**src/rtl/decode_if.sv**
```systemverilog
// Fetch, writeback and execute-command lanes of the decode stage.
// The decode stage is the slave; the surrounding pipeline (or bench) is the master.
interface decode_if #(
  parameter int PMEM_WORD_WIDTH = 16,
  parameter int IALU_WORD_WIDTH = 16,
  parameter int REG_IDX_WIDTH   = 4,
  parameter int PC_WIDTH        = 12
);
  logic [PMEM_WORD_WIDTH-1:0] in_instr;
  logic                       in_instr_valid;
  logic [PC_WIDTH-1:0]        in_pc;
  logic                       in_flush;
  logic                       in_wb_act_write_res_to_reg;
  logic [REG_IDX_WIDTH-1:0]   in_wb_res_reg_idx;
  logic [IALU_WORD_WIDTH-1:0] in_wb_res;

  logic                       out_act_ialu_add;
  logic                       out_act_incr_pc_is_res;
  logic                       out_act_jump_to_ialu_res;
  logic                       out_act_write_res_to_reg;
  logic [PC_WIDTH-1:0]        out_pc;
  logic [REG_IDX_WIDTH-1:0]   out_res_reg_idx;
  logic [IALU_WORD_WIDTH-1:0] out_src1;
  logic [IALU_WORD_WIDTH-1:0] out_src2;
  logic                       out_wait_imm;

  modport slave (
    input  in_instr, in_instr_valid, in_pc, in_flush,
           in_wb_act_write_res_to_reg, in_wb_res_reg_idx, in_wb_res,
    output out_act_ialu_add, out_act_incr_pc_is_res, out_act_jump_to_ialu_res,
           out_act_write_res_to_reg, out_pc, out_res_reg_idx,
           out_src1, out_src2, out_wait_imm
  );

  modport master (
    output in_instr, in_instr_valid, in_pc, in_flush,
           in_wb_act_write_res_to_reg, in_wb_res_reg_idx, in_wb_res,
    input  out_act_ialu_add, out_act_incr_pc_is_res, out_act_jump_to_ialu_res,
           out_act_write_res_to_reg, out_pc, out_res_reg_idx,
           out_src1, out_src2, out_wait_imm
  );
endinterface

```
**src/rtl/decode.sv**
```systemverilog
// Instruction decode stage: one/two-word decoder, register file with writeback
// bypass, and a registered execute command.
//
// state    | meaning
// ST_FIRST | expecting an opcode word
// ST_IMM   | JMP/ADDI first word taken, expecting its immediate word
module decode #(
  parameter int OPCODE_WIDTH    = 4,
  parameter int PMEM_WORD_WIDTH = 16,
  parameter int IALU_WORD_WIDTH = 16,
  parameter int REG_IDX_WIDTH   = 4,
  parameter int PC_WIDTH        = 12
) (
  input logic    clock,
  input logic    reset,
  decode_if.slave bus
);
  localparam int NREG = 2 ** REG_IDX_WIDTH;

  localparam logic [0:0] ST_FIRST = 1'b0;
  localparam logic [0:0] ST_IMM   = 1'b1;

  localparam logic [OPCODE_WIDTH-1:0] OP_ADD  = OPCODE_WIDTH'(1);
  localparam logic [OPCODE_WIDTH-1:0] OP_LINK = OPCODE_WIDTH'(2);
  localparam logic [OPCODE_WIDTH-1:0] OP_JMP  = OPCODE_WIDTH'(3);
  localparam logic [OPCODE_WIDTH-1:0] OP_ADDI = OPCODE_WIDTH'(4);

  logic [0:0]                 state, state_nxt;
  logic [REG_IDX_WIDTH-1:0]   rd_q, rd_nxt, rs1_q, rs1_nxt;
  logic                       jmp_q, jmp_nxt;
  logic [IALU_WORD_WIDTH-1:0] regs [NREG];

  logic                       add_nxt, incr_nxt, jump_nxt, write_nxt;
  logic [PC_WIDTH-1:0]        pc_nxt;
  logic [REG_IDX_WIDTH-1:0]   idx_nxt;
  logic [IALU_WORD_WIDTH-1:0] src1_nxt, src2_nxt;

  logic [OPCODE_WIDTH-1:0]    opcode;
  logic [REG_IDX_WIDTH-1:0]   f_rd, f_rs1, f_rs2;
  logic [IALU_WORD_WIDTH-1:0] op_rs1, op_rs2, op_rs1_q;

  assign opcode = bus.in_instr[PMEM_WORD_WIDTH-1 -: OPCODE_WIDTH];
  assign f_rd   = bus.in_instr[3*REG_IDX_WIDTH-1 -: REG_IDX_WIDTH];
  assign f_rs1  = bus.in_instr[2*REG_IDX_WIDTH-1 -: REG_IDX_WIDTH];
  assign f_rs2  = bus.in_instr[REG_IDX_WIDTH-1:0];

  // Same-cycle writeback wins over the stored register value.
  assign op_rs1   = (bus.in_wb_act_write_res_to_reg && bus.in_wb_res_reg_idx == f_rs1)
                    ? bus.in_wb_res : regs[f_rs1];
  assign op_rs2   = (bus.in_wb_act_write_res_to_reg && bus.in_wb_res_reg_idx == f_rs2)
                    ? bus.in_wb_res : regs[f_rs2];
  assign op_rs1_q = (bus.in_wb_act_write_res_to_reg && bus.in_wb_res_reg_idx == rs1_q)
                    ? bus.in_wb_res : regs[rs1_q];

  always_comb begin
    state_nxt = state;
    rd_nxt    = rd_q;
    rs1_nxt   = rs1_q;
    jmp_nxt   = jmp_q;
    add_nxt   = 1'b0;
    incr_nxt  = 1'b0;
    jump_nxt  = 1'b0;
    write_nxt = 1'b0;
    pc_nxt    = '0;
    idx_nxt   = '0;
    src1_nxt  = '0;
    src2_nxt  = '0;
    if (bus.in_flush) begin
      state_nxt = ST_FIRST;
      rd_nxt    = '0;
      rs1_nxt   = '0;
      jmp_nxt   = 1'b0;
    end else if (bus.in_instr_valid) begin
      if (state == ST_FIRST) begin
        if (opcode == OP_ADD) begin
          add_nxt   = 1'b1;
          write_nxt = 1'b1;
          pc_nxt    = bus.in_pc;
          idx_nxt   = f_rd;
          src1_nxt  = op_rs1;
          src2_nxt  = op_rs2;
        end else if (opcode == OP_LINK) begin
          incr_nxt  = 1'b1;
          write_nxt = 1'b1;
          pc_nxt    = bus.in_pc;
          idx_nxt   = f_rd;
        end else if (opcode == OP_JMP) begin
          state_nxt = ST_IMM;
          jmp_nxt   = 1'b1;
        end else if (opcode == OP_ADDI) begin
          state_nxt = ST_IMM;
          jmp_nxt   = 1'b0;
          rd_nxt    = f_rd;
          rs1_nxt   = f_rs1;
        end
      end else begin
        state_nxt = ST_FIRST;
        add_nxt   = 1'b1;
        pc_nxt    = bus.in_pc;
        if (jmp_q) begin
          jump_nxt = 1'b1;
          src1_nxt = IALU_WORD_WIDTH'(bus.in_instr);
        end else begin
          write_nxt = 1'b1;
          idx_nxt   = rd_q;
          src1_nxt  = op_rs1_q;
          src2_nxt  = IALU_WORD_WIDTH'(bus.in_instr);
        end
      end
    end
  end

  always_ff @(posedge clock or negedge reset) begin
    if (!reset) begin
      state                        <= ST_FIRST;
      rd_q                         <= '0;
      rs1_q                        <= '0;
      jmp_q                        <= 1'b0;
      bus.out_act_ialu_add         <= 1'b0;
      bus.out_act_incr_pc_is_res   <= 1'b0;
      bus.out_act_jump_to_ialu_res <= 1'b0;
      bus.out_act_write_res_to_reg <= 1'b0;
      bus.out_pc                   <= '0;
      bus.out_res_reg_idx          <= '0;
      bus.out_src1                 <= '0;
      bus.out_src2                 <= '0;
    end else begin
      state                        <= state_nxt;
      rd_q                         <= rd_nxt;
      rs1_q                        <= rs1_nxt;
      jmp_q                        <= jmp_nxt;
      bus.out_act_ialu_add         <= add_nxt;
      bus.out_act_incr_pc_is_res   <= incr_nxt;
      bus.out_act_jump_to_ialu_res <= jump_nxt;
      bus.out_act_write_res_to_reg <= write_nxt;
      bus.out_pc                   <= pc_nxt;
      bus.out_res_reg_idx          <= idx_nxt;
      bus.out_src1                 <= src1_nxt;
      bus.out_src2                 <= src2_nxt;
    end
  end

  always_ff @(posedge clock or negedge reset) begin
    if (!reset) begin
      for (int i = 0; i < NREG; i++) regs[i] <= '0;
    end else if (bus.in_wb_act_write_res_to_reg) begin
      regs[bus.in_wb_res_reg_idx] <= bus.in_wb_res;
    end
  end

  assign bus.out_wait_imm = (state == ST_IMM);
endmodule

```
**src/flat_wrapper.sv**
```systemverilog
// flat-port wrapper written by rule: the top's interface ports become plain ports
module decode_flat 
#(
  parameter int OPCODE_WIDTH    = 4,
  parameter int PMEM_WORD_WIDTH = 16,
  parameter int IALU_WORD_WIDTH = 16,
  parameter int REG_IDX_WIDTH   = 4,
  parameter int PC_WIDTH        = 12
)
  (clock, reset, bus_in_instr, bus_in_instr_valid, bus_in_pc, bus_in_flush, bus_in_wb_act_write_res_to_reg, bus_in_wb_res_reg_idx, bus_in_wb_res, bus_out_act_ialu_add, bus_out_act_incr_pc_is_res, bus_out_act_jump_to_ialu_res, bus_out_act_write_res_to_reg, bus_out_pc, bus_out_res_reg_idx, bus_out_src1, bus_out_src2, bus_out_wait_imm);
  decode_if #(.PMEM_WORD_WIDTH(PMEM_WORD_WIDTH), .IALU_WORD_WIDTH(IALU_WORD_WIDTH), .REG_IDX_WIDTH(REG_IDX_WIDTH), .PC_WIDTH(PC_WIDTH)) bus_i ();
  input logic clock;
  input logic reset;
  input wire logic [$bits(bus_i.in_instr)-1:0] bus_in_instr;
  input wire logic [$bits(bus_i.in_instr_valid)-1:0] bus_in_instr_valid;
  input wire logic [$bits(bus_i.in_pc)-1:0] bus_in_pc;
  input wire logic [$bits(bus_i.in_flush)-1:0] bus_in_flush;
  input wire logic [$bits(bus_i.in_wb_act_write_res_to_reg)-1:0] bus_in_wb_act_write_res_to_reg;
  input wire logic [$bits(bus_i.in_wb_res_reg_idx)-1:0] bus_in_wb_res_reg_idx;
  input wire logic [$bits(bus_i.in_wb_res)-1:0] bus_in_wb_res;
  output wire logic [$bits(bus_i.out_act_ialu_add)-1:0] bus_out_act_ialu_add;
  output wire logic [$bits(bus_i.out_act_incr_pc_is_res)-1:0] bus_out_act_incr_pc_is_res;
  output wire logic [$bits(bus_i.out_act_jump_to_ialu_res)-1:0] bus_out_act_jump_to_ialu_res;
  output wire logic [$bits(bus_i.out_act_write_res_to_reg)-1:0] bus_out_act_write_res_to_reg;
  output wire logic [$bits(bus_i.out_pc)-1:0] bus_out_pc;
  output wire logic [$bits(bus_i.out_res_reg_idx)-1:0] bus_out_res_reg_idx;
  output wire logic [$bits(bus_i.out_src1)-1:0] bus_out_src1;
  output wire logic [$bits(bus_i.out_src2)-1:0] bus_out_src2;
  output wire logic [$bits(bus_i.out_wait_imm)-1:0] bus_out_wait_imm;
  assign bus_i.in_instr = bus_in_instr;
  assign bus_i.in_instr_valid = bus_in_instr_valid;
  assign bus_i.in_pc = bus_in_pc;
  assign bus_i.in_flush = bus_in_flush;
  assign bus_i.in_wb_act_write_res_to_reg = bus_in_wb_act_write_res_to_reg;
  assign bus_i.in_wb_res_reg_idx = bus_in_wb_res_reg_idx;
  assign bus_i.in_wb_res = bus_in_wb_res;
  assign bus_out_act_ialu_add = bus_i.out_act_ialu_add;
  assign bus_out_act_incr_pc_is_res = bus_i.out_act_incr_pc_is_res;
  assign bus_out_act_jump_to_ialu_res = bus_i.out_act_jump_to_ialu_res;
  assign bus_out_act_write_res_to_reg = bus_i.out_act_write_res_to_reg;
  assign bus_out_pc = bus_i.out_pc;
  assign bus_out_res_reg_idx = bus_i.out_res_reg_idx;
  assign bus_out_src1 = bus_i.out_src1;
  assign bus_out_src2 = bus_i.out_src2;
  assign bus_out_wait_imm = bus_i.out_wait_imm;
  decode #(.OPCODE_WIDTH(OPCODE_WIDTH), .PMEM_WORD_WIDTH(PMEM_WORD_WIDTH), .IALU_WORD_WIDTH(IALU_WORD_WIDTH), .REG_IDX_WIDTH(REG_IDX_WIDTH), .PC_WIDTH(PC_WIDTH)) u_core (.clock(clock), .reset(reset), .bus(bus_i));
endmodule
```
**config.mk**
```make
export PLATFORM = sky130hd
export DESIGN_NAME = decode_flat
export DESIGN_NICKNAME = d
export VERILOG_FILES = /design/src/rtl/decode_if.sv /design/src/rtl/decode.sv /design/src/flat_wrapper.sv
export SDC_FILE = /design/constraint.sdc
export NUM_CORES = 1
export LEC_CHECK = 0
export CAP_MARGIN = 20
export CORE_ASPECT_RATIO = 0.75
export CORE_UTILIZATION = 65
export CTS_BUF_LIST = sky130_fd_sc_hd__clkbuf_16
export DETAILED_ROUTE_END_ITERATION = 8
export PLACE_DENSITY = 0.87
export SLEW_MARGIN = 20
export SYNTH_ARGS = -nofsm -noshare
export SYNTH_HDL_FRONTEND = slang
export SYNTH_SLANG_ARGS = --single-unit
```
**constraint.sdc**
```tcl
create_clock -name clock -period 4.89 [get_ports clock]
set_input_delay 1.467 -clock clock [delete_from_list [all_inputs] [get_ports clock]]
set_output_delay 1.467 -clock clock [all_outputs]
set_load 0.02 [all_outputs]
```
Word-level counts from Yosys, hierarchy flattened --
Cells that the tools add are included.
Operators by class: magnitude comparators 5, eq/ne operators 11, mux-type cells 82, bitwise operators 4, reduce and logical (&&, ||, !) cells 9
Operators by type and width (number):
- two-way mux 16 bit | 20
- bitwise mux 256 bit | 1
- binary-select mux 16 bit (select 4 bit) | 3
- two-way mux 4 bit | 20
- demux 16 bit (select 4 bit) | 1
- two-way mux 12 bit | 5
- two-way mux 1 bit | 32
- >= comparator 5 bit (second input constant) | 4
- NOT 4 -> 5 bit | 4
- equality test 4 bit | 3
- equality test 4 x 2 -> 1 bit (second input constant) | 2
- inequality test 2 bit (second input constant) | 4
- AND reduction 6 bit | 1
- < comparator 5 x 1 -> 1 bit (second input constant) | 1
- AND reduction 5 bit | 1
- equality test 4 x 1 -> 1 bit (second input constant) | 1
- equality test 4 x 3 -> 1 bit (second input constant) | 1
- logical AND 1 bit | 4
- nonzero test 2 bit | 2
- nonzero test 3 bit | 1
Word-level totals: register bits 318, output and inout bits 53, word-level logic and storage cells 139

Logic depth before layout (Yosys ltp) --
word-level depth 9, depth in mapped cells 8, depth with buffers taken out 5

Worst setup path after synthesis --
Ideal clock, no wire load.
path kind in2reg, start input bus_in_instr[0], end register u_core.bus.out_src2[2] (netlist bit), arrival time 3.005 ns, required time 4.764 ns, path slack 1.760 ns, stages 6, path buffers 2, cells stage by stage buf_6 -> buf_6 -> mux4_2 -> mux4_2 -> nor2b_1 -> a221o_1
On the way: word-level cells in the longest chain between the ends 9, elaborated cells between the ends (all ways) 11, those cells by class 1 x eq/ne; 8 x mux; 1 x bitwise; 1 x reduce/logical
RTL lines:
- from (decl) | RTL line flat_wrapper.sv:14 | input wire logic [$bits(bus_i.in_instr)-1:0] bus_in_instr;
- NOT 4 -> 5 bit (not written as such) | RTL line decode.sv:51 | ? bus.in_wb_res : regs[f_rs2];
- binary-select mux 16 bit (select 4 bit) | RTL line decode.sv:51
- two-way mux 16 bit (not written as such) (2 in series) | RTL line decode.sv:51
- two-way mux 16 bit (*) | RTL line decode.sv:51
- two-way mux 16 bit (*) | RTL line decode.sv:75 | if (opcode == OP_ADD) begin
- two-way mux 16 bit (*) | RTL line decode.sv:74 | if (state == ST_FIRST) begin
- two-way mux 16 bit (*) | RTL line decode.sv:73 | end else if (bus.in_instr_valid) begin
- two-way mux 16 bit (*) | RTL line decode.sv:68 | if (bus.in_flush) begin
- named net u_core.src2_nxt[2] | RTL line decode.sv:36 | logic [IALU_WORD_WIDTH-1:0] src1_nxt, src2_nxt;
- to (signal assigned) | RTL line decode.sv:139 | bus.out_src2 <= src2_nxt;
- to (decl) | RTL line decode_if.sv:32 | out_src1, out_src2, out_wait_imm
The timed path passes the listed nets; every way through them passes the cells marked *. The select of a mux whose other input is x is not followed. A chain may end at the register's enable or synchronous reset.

Worst setup path in the final report --
start input bus_in_instr[7], end register u_core.bus.out_src1[5] (netlist bit)
On the way: word-level cells in the longest chain between the ends 9, elaborated cells between the ends (all ways) 11, those cells by class 1 x eq/ne; 8 x mux; 1 x bitwise; 1 x reduce/logical
RTL lines:
- NOT 4 -> 5 bit (not written as such) | RTL line decode.sv:49 | ? bus.in_wb_res : regs[f_rs1];
- binary-select mux 16 bit (select 4 bit) | RTL line decode.sv:49
- two-way mux 16 bit (not written as such) (2 in series) | RTL line decode.sv:49
- two-way mux 16 bit (*) | RTL line decode.sv:49
- two-way mux 16 bit (*) | RTL line decode.sv:75
- two-way mux 16 bit (*) | RTL line decode.sv:74
- two-way mux 16 bit (*) | RTL line decode.sv:73
- two-way mux 16 bit (*) | RTL line decode.sv:68
- named net u_core.src1_nxt[5] | RTL line decode.sv:36
- to (signal assigned) | RTL line decode.sv:138 | bus.out_src1 <= src1_nxt;
- to (decl) | RTL line decode_if.sv:32
Marks and branches as above.

==> run metrics <==
critical-path cell list clkdlybuf4s50_1 -> and2_1 -> a221oi_1 -> o21ai_1 -> and3_1 -> o41ai_1; Inst Count DP about 1700; Netlist cell types 44; Top Registers u_core.regs x256, u_core.bus.out_src1 x16, u_core.bus.out_src2 x16; clk_lat worst skew 0.60 ns; Mapped Cells 1334; Final setup viols 0; family with the most delay on the worst path compound AO/OA/AOI/OAI gates; mux share of post-synthesis cell area 41.2%; commonest non-fill, non-tap cell in the layout dfrtp_1; clock period minus worst slack 3.98 ns; Post-Synth Adder-Cell Area 0%; n_diodes 0; final worst path period share 81.4%; # Post-CTS Setup Buffers 0; Placeable Area 0.0274 sq mm; Rel. slew slack 12.7%; fin area 0.0208 sq mm; CP Data Required Time 5.30 ns; GRT Overall Usage approximately two fifths; crit path buf inv count 1; Avg WL per Cell 32.4 um; # port buffers 105; share of layout cells above drive strength 1 41.0%; most frequent cells in the layout dfrtp_1 (315), mux2_2 (272), mux4_2 (177); RSZ-0062 raised after global routing false; post-DP HPWL approximately 37000 um; first-pass GRT wire length 88000 um; total clock sinks 318; DR iter-0 viols around 2200; die width 196 um; post-synthesis net count 1387; max reg flops 256; Fin. Hold Viols 0; DRC errors left 0; Setup Skew roughly 0.012 ns; starting density of the core 67.2%; Crit Path Class input port to register; max-cap viol count 0; row cnt 52; Power Total 7.98 mW; status finished, final reports clean; Filler Cells Inserted around 1600; # IOs 106; CTS Hold Bufs 0; clock tree buffer depth 3; Worst-Margin Slew 1.31 ns; Max stage delay on crit path 0.82 ns; Syn. warnings 0; main combinational cell family by area after synthesis multiplexers; Synth Area in XOR/XNOR 0.619%; fin cells around 1800; Placed Area 0.0198 sq mm; grt ovf 0; prevailing post-synth register cell dfrtp_1; Setup crit start kind input port; vias in the first global route 13900; die area 0.0290 sq mm; FMAX 251 MHz; number of routed nets with antenna violations 0; post-synthesis sequential area ratio 43.2%; crit path capture type register; pin count of the biggest net entering global routing approximately 90; Post-synth EDFFs 0; Worst-path clk slew 0.07 ns; initial antenna violation count 0; final wirelength approximately 58000 um; vias between 10000 and 15000; Worst EP arrival 4.39 ns; CTS resizes 0; Vias/cell 7.83; min-delay worst type register to register; Biggest register u_core.regs; final RePlAce weighted congestion 0.988; Fin Setup TNS 0 ns; Num CTS Buffers 31; flops & latches, synth roughly 320; NumNets Final 1437; max-slew violations 0; drt pass-1 iters 7; area grow syn2layout 13.0%; Synth Area in Compound Gates 6.33%; slowest stage cell, crit path clkdlybuf4s50_1; CTS H-tree depth 1; async set-reset flop share out of synthesis 100%; VDD IR max 0.364 mV; Die Span Y ~150 um; simple-gate share of the synthesized area approximately 4.8%; Post-Syn Area roughly 0.018 sq mm; critical path fanouts, max 11; clk root buf clkbuf_16; P_leak 8.62 nW; synthesized area per cell between 10 and 15 sq um; CTS tree yes; power density over cell area 384 mW/mm^2
==> layout make-up <==
cell class              instances  area (sq um)  area share (%)
multi-input cells             853          9760            46.9
flip-flops and latches        318          7960            38.3
repair buffers                163          1530            7.38
clock buffers                  31           776            3.73
well taps                     378           473            2.27
clock inverters                26           229            1.10
inverters                      17          63.8           0.307
==> stage by stage <==
step	worst slack, ns	hold WS, ns	utilization (%)
detailed placement	0.671	0.526	72.3
floorplan	1.76	0.489	-
global route	0.997	0.565	75.9
global placement	0.865	0.505	72.3
CTS	1.24	0.542	75.9
finish	0.909	0.532	75.9
==> tightest hold or removal path, stage by stage, from the launching register on <==
cell and delay [ns]:
dfrtp_1 0.35, mux2i_1 0.07, nor2_1 0.08
==> layer usage <==
metal  global-route usage (%)  part of all wire, %  vias up
met1                     56.6                   36     7039
met5                        0                    0        -
met4                     20.0                  6.0        0
li1                         -                    -     5283
met3                     16.5                   15      343
met2                     57.9                   43     1322
==> synthesized netlist by cell type (3+ instances only) <==
cell	n	share of area (%)
a211oi_1	15	0.61
a21oi_1	18	0.49
a221o_1	18	0.98
a221oi_1	6	0.29
a22oi_1	16	0.65
and2_1	14	0.48
and3_1	22	0.75
buf_1	22	0.45
buf_2	43	1.2
buf_4	4	0.16
buf_6	4	0.24
clkbuf_1	73	1.5
dfrtp_1	318	43
inv_1	16	0.33
mux2_2	272	17
mux2i_1	53	2.9
mux4_2	177	22
nand2_1	43	0.88
nand2b_1	8	0.27
nand3b_1	3	0.12
nand4_1	4	0.14
nor2_1	54	1.1
nor2b_1	7	0.24
nor3_1	9	0.24
nor3b_1	4	0.16
o21ai_0	9	0.24
o21ai_1	7	0.19
o221ai_1	22	1.0
o22ai_1	36	1.2
o41ai_1	6	0.29
or3_1	3	0.10
xnor2_1	6	0.29
xor2_1	7	0.33
==> worst paths after layout <==
path | endpoint | depth (start not counted) | slack (ns) | from
worst max register to register | u_core.bus.out_src1[10] | 5 | 1.96 | u_core.rs1_q[0]
worst min register to register | u_core.bus.out_res_reg_idx[3] | 2 | 0.53 | u_core.rd_q[3]
worst min-delay path | u_core.bus.out_res_reg_idx[3] | 2 | 0.53 | u_core.rd_q[3]
worst max-delay path | u_core.bus.out_src1[5] | 6 | 0.91 | bus_in_instr[7]
min in group asynchronous | u_core.bus.out_pc[1] | 1 | 0.86 | reset
max in group asynchronous | u_core.regs[210] | 2 | 2.89 | reset
==> power breakdown <==
| part | total (mW) | switching (mW) | internal, mW |
|---|---|---|---|
| combinational | 1.87 | 0.728 | 1.14 |
| sequential | 3.68 | 0.544 | 3.13 |
| clock | 2.44 | 1.08 | 1.36 |
| total | 7.98 | 2.35 | 5.63 |
==> kinds of logic (layout without fill, tap and decap cells) <==
logic type	Yosys count	count (layout)
multiplexers	502	502
AO/OA/AOI/OAI	160	160
AND/OR/NAND/NOR	178	178
flip-flops	318	318
XOR/XNOR	13	13
buffers and inverters	163	237
Power figures use the tool's default switching activity.
